===== config.mk =====
export PLATFORM = sky130hd
export DESIGN_NAME = cpu_host_loader
export DESIGN_NICKNAME = d
export VERILOG_FILES = /design/src/rtl/cpu_host_loader.sv
export SDC_FILE = /design/constraint.sdc
export NUM_CORES = 1
export LEC_CHECK = 0
export CAP_MARGIN = 10
export CORE_MARGIN = 2
export CORE_UTILIZATION = 51
export DETAILED_ROUTE_END_ITERATION = 8
export PLACE_DENSITY = 0.8
export SYNTH_ARGS = -nofsm -noshare
export SYNTH_HDL_FRONTEND = slang
export SYNTH_SLANG_ARGS = --single-unit
export TNS_END_PERCENT = 20

===== constraint.sdc =====
create_clock -name i_clk -period 2.28 [get_ports i_clk]
set_input_delay 0.342 -clock i_clk [delete_from_list [all_inputs] [get_ports i_clk]]
set_output_delay 0.342 -clock i_clk [all_outputs]
set_load 0.05 [all_outputs]

===== src/rtl/cpu_host_loader.sv =====
// Host-side loader for the CPU's address/data pulse protocol: streams a program
// image into CPU RAM, optionally starts execution, then feeds runtime input bytes.
module cpu_host_loader #(
  parameter int PULSE_CYCLES = 2
) (
  input  logic       i_clk,
  input  logic       i_reset,
  input  logic       i_start,
  input  logic [7:0] i_base_addr,
  input  logic [8:0] i_length,
  input  logic       i_run,
  input  logic       i_byte_valid,
  output logic       o_byte_ready,
  input  logic [7:0] i_byte,
  input  logic       i_in_valid,
  output logic       o_in_ready,
  input  logic [7:0] i_in_data,
  output logic       o_busy,
  output logic       o_running,
  output logic       o_done,
  output logic       o_cpu_load_addr,
  output logic       o_cpu_load_data,
  output logic       o_cpu_execute,
  output logic       o_cpu_input_taken,
  output logic [7:0] o_cpu_data,
  input  logic       i_cpu_waiting,
  input  logic       i_cpu_take_input
);

  localparam int CW = $clog2(PULSE_CYCLES + 2);

  typedef enum logic [3:0] {
    S_IDLE, S_A_WAIT, S_A_PULSE, S_A_REL, S_D_FETCH, S_D_PULSE, S_D_REL, S_NEXT,
    S_X_WAIT, S_X_PULSE, S_X_REL, S_RUN, S_IN_FETCH, S_IN_PULSE
  } state_t;

  state_t        state_q, state_d;
  logic [7:0]    addr_q, addr_d;
  logic [8:0]    remaining_q, remaining_d;
  logic          run_q, run_d;
  logic [7:0]    byte_q, byte_d;
  logic [CW-1:0] cnt_q, cnt_d;

  logic       load_addr_q, load_addr_d;
  logic       load_data_q, load_data_d;
  logic       execute_q, execute_d;
  logic       taken_q, taken_d;
  logic [7:0] cpu_data_q, cpu_data_d;
  logic       byte_ready_q, byte_ready_d;
  logic       in_ready_q, in_ready_d;
  logic       busy_q, busy_d;
  logic       running_q, running_d;
  logic       done_q, done_d;

  logic addr_idle, data_phase, input_req;

  assign addr_idle  = i_cpu_waiting & ~i_cpu_take_input;
  assign data_phase = i_cpu_take_input & ~i_cpu_waiting;
  assign input_req  = i_cpu_waiting & i_cpu_take_input;

  always_comb begin
    state_d     = state_q;
    addr_d      = addr_q;
    remaining_d = remaining_q;
    run_d       = run_q;
    byte_d      = byte_q;
    cnt_d       = cnt_q;
    done_d      = 1'b0;

    case (state_q)
      S_IDLE: begin
        if (i_start) begin
          addr_d      = i_base_addr;
          remaining_d = i_length;
          run_d       = i_run;
          if (i_length != 9'd0) state_d = S_A_WAIT;
          else if (i_run)       state_d = S_X_WAIT;
          else                  done_d  = 1'b1;
        end
      end
      S_A_WAIT: begin
        if (addr_idle) begin
          state_d = S_A_PULSE;
          cnt_d   = CW'(PULSE_CYCLES - 1);
        end
      end
      S_A_PULSE: begin
        if (cnt_q == '0) state_d = S_A_REL;
        else             cnt_d   = cnt_q - CW'(1);
      end
      S_A_REL: begin
        if (data_phase) state_d = S_D_FETCH;
      end
      S_D_FETCH: begin
        if (i_byte_valid && byte_ready_q) begin
          byte_d  = i_byte;
          state_d = S_D_PULSE;
          // one extra leading cycle so the byte is on the bus before load_data rises
          cnt_d   = CW'(PULSE_CYCLES);
        end
      end
      S_D_PULSE: begin
        if (cnt_q == '0) state_d = S_D_REL;
        else             cnt_d   = cnt_q - CW'(1);
      end
      S_D_REL: begin
        if (addr_idle) state_d = S_NEXT;
      end
      S_NEXT: begin
        addr_d      = addr_q + 8'd1;
        remaining_d = remaining_q - 9'd1;
        if (remaining_q != 9'd1) state_d = S_A_WAIT;
        else if (run_q)          state_d = S_X_WAIT;
        else begin
          state_d = S_IDLE;
          done_d  = 1'b1;
        end
      end
      S_X_WAIT: begin
        if (addr_idle) begin
          state_d = S_X_PULSE;
          cnt_d   = CW'(PULSE_CYCLES - 1);
        end
      end
      S_X_PULSE: begin
        if (cnt_q == '0) state_d = S_X_REL;
        else             cnt_d   = cnt_q - CW'(1);
      end
      S_X_REL: begin
        if (!i_cpu_waiting) state_d = S_RUN;
      end
      S_RUN: begin
        if (input_req) state_d = S_IN_FETCH;
        else if (addr_idle) begin
          state_d = S_IDLE;
          done_d  = 1'b1;
        end
      end
      S_IN_FETCH: begin
        if (i_in_valid && in_ready_q) begin
          byte_d  = i_in_data;
          state_d = S_IN_PULSE;
          cnt_d   = CW'(1);
        end
      end
      S_IN_PULSE: begin
        // cnt_q != 0 marks the data setup cycle ahead of input_taken
        if (cnt_q != '0)         cnt_d   = '0;
        else if (!i_cpu_waiting) state_d = S_RUN;
      end
      default: state_d = S_IDLE;
    endcase
  end

  // outputs are registered from next-state values so they line up with state_q
  always_comb begin
    cpu_data_d = 8'h00;
    case (state_d)
      S_A_WAIT, S_A_PULSE:               cpu_data_d = addr_d;
      S_D_PULSE, S_D_REL, S_IN_PULSE:    cpu_data_d = byte_d;
      default:                           cpu_data_d = 8'h00;
    endcase
    load_addr_d  = (state_d == S_A_PULSE);
    load_data_d  = (state_d == S_D_PULSE) && (cnt_d < CW'(PULSE_CYCLES));
    execute_d    = (state_d == S_X_PULSE);
    taken_d      = (state_d == S_IN_PULSE) && (cnt_d == '0);
    byte_ready_d = (state_d == S_D_FETCH);
    in_ready_d   = (state_d == S_IN_FETCH);
    busy_d       = (state_d != S_IDLE);
    running_d    = (state_d == S_X_REL) || (state_d == S_RUN) ||
                   (state_d == S_IN_FETCH) || (state_d == S_IN_PULSE);
  end

  always_ff @(posedge i_clk) begin
    if (i_reset) begin
      state_q      <= S_IDLE;
      addr_q       <= '0;
      remaining_q  <= '0;
      run_q        <= 1'b0;
      byte_q       <= '0;
      cnt_q        <= '0;
      load_addr_q  <= 1'b0;
      load_data_q  <= 1'b0;
      execute_q    <= 1'b0;
      taken_q      <= 1'b0;
      cpu_data_q   <= '0;
      byte_ready_q <= 1'b0;
      in_ready_q   <= 1'b0;
      busy_q       <= 1'b0;
      running_q    <= 1'b0;
      done_q       <= 1'b0;
    end else begin
      state_q      <= state_d;
      addr_q       <= addr_d;
      remaining_q  <= remaining_d;
      run_q        <= run_d;
      byte_q       <= byte_d;
      cnt_q        <= cnt_d;
      load_addr_q  <= load_addr_d;
      load_data_q  <= load_data_d;
      execute_q    <= execute_d;
      taken_q      <= taken_d;
      cpu_data_q   <= cpu_data_d;
      byte_ready_q <= byte_ready_d;
      in_ready_q   <= in_ready_d;
      busy_q       <= busy_d;
      running_q    <= running_d;
      done_q       <= done_d;
    end
  end

  assign o_cpu_load_addr   = load_addr_q;
  assign o_cpu_load_data   = load_data_q;
  assign o_cpu_execute     = execute_q;
  assign o_cpu_input_taken = taken_q;
  assign o_cpu_data        = cpu_data_q;
  assign o_byte_ready      = byte_ready_q;
  assign o_in_ready        = in_ready_q;
  assign o_busy            = busy_q;
  assign o_running         = running_q;
  assign o_done            = done_q;

endmodule


==> flow_metrics.env <==
export IMPL_setup_ws_ns=0.139
export IMPL_cp_max_fo=8
export IMPL_die_h_um=78.0
export IMPL_synth_area_leaders="dfxtp_1, a21oi_1, nor2_1, nand2_1, a22oi_1"
export IMPL_synth_edf_count=0
export IMPL_antenna_found_initial=0
export IMPL_relSlewSlack=0.473
export IMPL_routabilityCongestion=0.906
export IMPL_vias=3015
export IMPL_fin_crit_sh=0.939
export IMPL_yosysSeqAreaShare=0.351
export IMPL_finalSetupTns_ns=0
export IMPL_synth_common_cells="dfxtp_1, nor2_1, a21oi_1"
export IMPL_criticalPathCategory="flip-flop to flip-flop"
export IMPL_clkSinkCount=49
export IMPL_grt_start_max_net_pins=49
export IMPL_syn_to_final_growth_pct=35.8
export IMPL_powerDensity_nw_per_um2=529
export IMPL_die_x_um=78.0
export IMPL_hold_path_class="flip-flop to flip-flop"
export IMPL_cp_end_kind="flip-flop"
export IMPL_coreArea_um2=5200
export IMPL_wire_per_inst_um=15.6
export IMPL_syn_area_um2=2790
export IMPL_clkTransAtPathRegs_ns=0.10
export IMPL_worstSkewPairLatency_ns=0.31
export IMPL_rsz0062_at_grt="true"
export IMPL_required_ns=2.52
export IMPL_power_leakage_uw=0.00136
export IMPL_power_uw=2010
export IMPL_synth_top_family_by_area="simple AND/OR/NAND/NOR gates"
export IMPL_ctsLongestPathBuffers=2
export IMPL_max_freq_ghz=0.467
export IMPL_critPathSlowestCell="o311ai_0"
export IMPL_ir_worst_vdd_uv=374
export IMPL_fin_skew_ns=0.0125
export IMPL_grt_overflow_total=0
export IMPL_cts_buffers=5
export IMPL_wl_mm=7.85
export IMPL_hpwl_mm=5.60
export IMPL_start_util=0.537
export IMPL_htreeDepth=2
export IMPL_maxCapViolations=0
export IMPL_track_usage=0.259
export IMPL_ys_seq_elements=49
export IMPL_yosys_area_top_type="dfxtp_1"
export IMPL_worst_path_most_repeated_cell="buf_4"
export IMPL_synth_mux_area_frac=0.0116
export IMPL_synth_compound_area_share=0.272
export IMPL_drtIter0Drc=283
export IMPL_synth_cell_types=65
export IMPL_dr_pass1_iters=5
export IMPL_status="finished, final reports clean"
export IMPL_drc_errors=0
export IMPL_syn_num_nets=398
export IMPL_grt_pass1_wl_mm=12.9
export IMPL_drive_above_1_share=0.152
export IMPL_period_minus_slack_ns=2.14
export IMPL_synth_xor_area_frac=0
export IMPL_grt_pass1_vias=2640
export IMPL_synth_async_reset_ratio=0
export IMPL_yosys_warnings=0
export IMPL_dp_slack_ns=-0.127
export IMPL_path_cells="buf_4 -> nand4b_1 -> buf_4 -> o311ai_0 -> a21oi_1 -> o22ai_1"
export IMPL_synth_simple_area_share=0.296
export IMPL_finalSetupViolCount=0
export IMPL_synth_flop_cell="dfxtp_1"
export IMPL_synthAdderAreaFrac=0.0134
export IMPL_cp_arrival_ns=2.38
export IMPL_fin_nets=476
export IMPL_diodes=0
export IMPL_final_hold_viol_count=0
export IMPL_whs_ns=0.480
export IMPL_synth_top_area_share=0.351
export IMPL_maxSlewViolCount=0
export IMPL_viasPerCell=5.99
export IMPL_ioPinCount=58
export IMPL_cts_root_buf="clkbuf_8"
export IMPL_slowest_delay_ns=0.64
export IMPL_yosys_cell_count_top_type="dfxtp_1"
export IMPL_rows=26
export IMPL_worstSetupStartpointType="flip-flop"
export IMPL_netlist_instances=354
export IMPL_ant_nets=0
export IMPL_tritoncts="yes"
export IMPL_post_cts_setup_buffer_count=0
export IMPL_dieArea_um2=6090
export IMPL_io_buffers=57
export IMPL_syn_avg_cell_area_um2=7.89
export IMPL_tightest_slew_ns=0.780
==> layer usage <==
layer | global-route usage | wire length (µm) | vias up
met5 | 0 | 0 | -
met1 | 0.365 | 3490 | 1402
li1 | - | - | 1476
met3 | 0.0425 | 516 | 8
met2 | 0.411 | 3730 | 129
met4 | 0.0702 | 110 | 0
==> final timing paths <==
| check | startpoint | endpoint | slack [ns] | depth (start not counted) |
|---|---|---|---|---|
| hold reg to reg | run_q$_SDFFE_PP0P_ | run_q$_SDFFE_PP0P_ | 0.48 | 2 |
| setup / recovery | state_q[0]$_SDFF_PP0_ | o_cpu_data[6]$_SDFF_PP0_ | 0.14 | 6 |
| hold / removal | run_q$_SDFFE_PP0P_ | run_q$_SDFFE_PP0P_ | 0.48 | 2 |
| setup reg to reg | state_q[0]$_SDFF_PP0_ | o_cpu_data[6]$_SDFF_PP0_ | 0.14 | 6 |
==> power breakdown <==
part / total, µW / switching (µW) / internal, µW
clock network: 540 / 318 / 222
logic: 517 / 273 / 244
registers: 948 / 44.6 / 903
==> worst max-delay path, delay by kind of cell (launching register included) <==
kind                   cells  cell delay [ns]
and+or+nand+nor            1             0.27
DFF                        1             0.39
buffers and inverters      2             0.44
AOI/OAI and AO/OA          3             0.98
==> cell families (layout without fill, tap and decap cells) <==
family | Yosys count | count (layout)
mux | 2 | 2
buf+inv | 34 | 113
compound gates | 114 | 114
simple gates | 152 | 152
flops | 49 | 49
fa+ha+maj | 3 | 3
==> what timing repair did <==
action,in CTS,in global routing
gates resized for setup,0,12
hold buffers,0,0
endpoints found under the setup margin,0,10
==> area by class of cell <==
class	count	area [µm²]
clock inverters	3	25.0
well taps	70	87.6
multi-input cells	271	1700
inverters	9	33.8
clock buffers	5	68.8
flip-flops and latches	49	983
fillers	432	1410
repair buffers	96	896
==> per-stage QoR <==
stage          instances   util  area (µm²)
2_1_floorplan        354      -        2790
3_3_place_gp         495  0.701        3650
3_5_place_dp         495  0.701        3650
4_1_cts              503  0.719        3740
5_1_grt              503  0.729        3790
6_report             503  0.729        3790
==> state kept, by name, summed over array words and instances (netlist names) <==
name / flops
o_done: 1
addr_q: 8
o_in_ready: 1
o_cpu_data: 8
remaining_q: 9
cnt_q: 2
state_q: 4
o_byte_ready: 1
run_q: 1
o_cpu_load_addr: 1
byte_q: 8
o_busy: 1
o_cpu_execute: 1
o_cpu_load_data: 1
o_cpu_input_taken: 1
o_running: 1
==> layout by cell type, fill, tap and decap left out, types with 4 or more instances in the layout <==
cell	count
clkdlybuf4s50_1	57
dfxtp_1	47
nor2_1	39
buf_4	35
a21oi_1	34
nand2_1	30
nand3_1	15
o21ai_0	14
a22oi_1	11
nor3_1	11
inv_1	9
nor2b_1	7
a31oi_1	6
o22ai_1	6
and2_1	5
nand2b_1	5
clkbuf_8	5
nor4_1	4
o21a_1	4
a221oi_1	4
(Power assumes the default switching activity.)
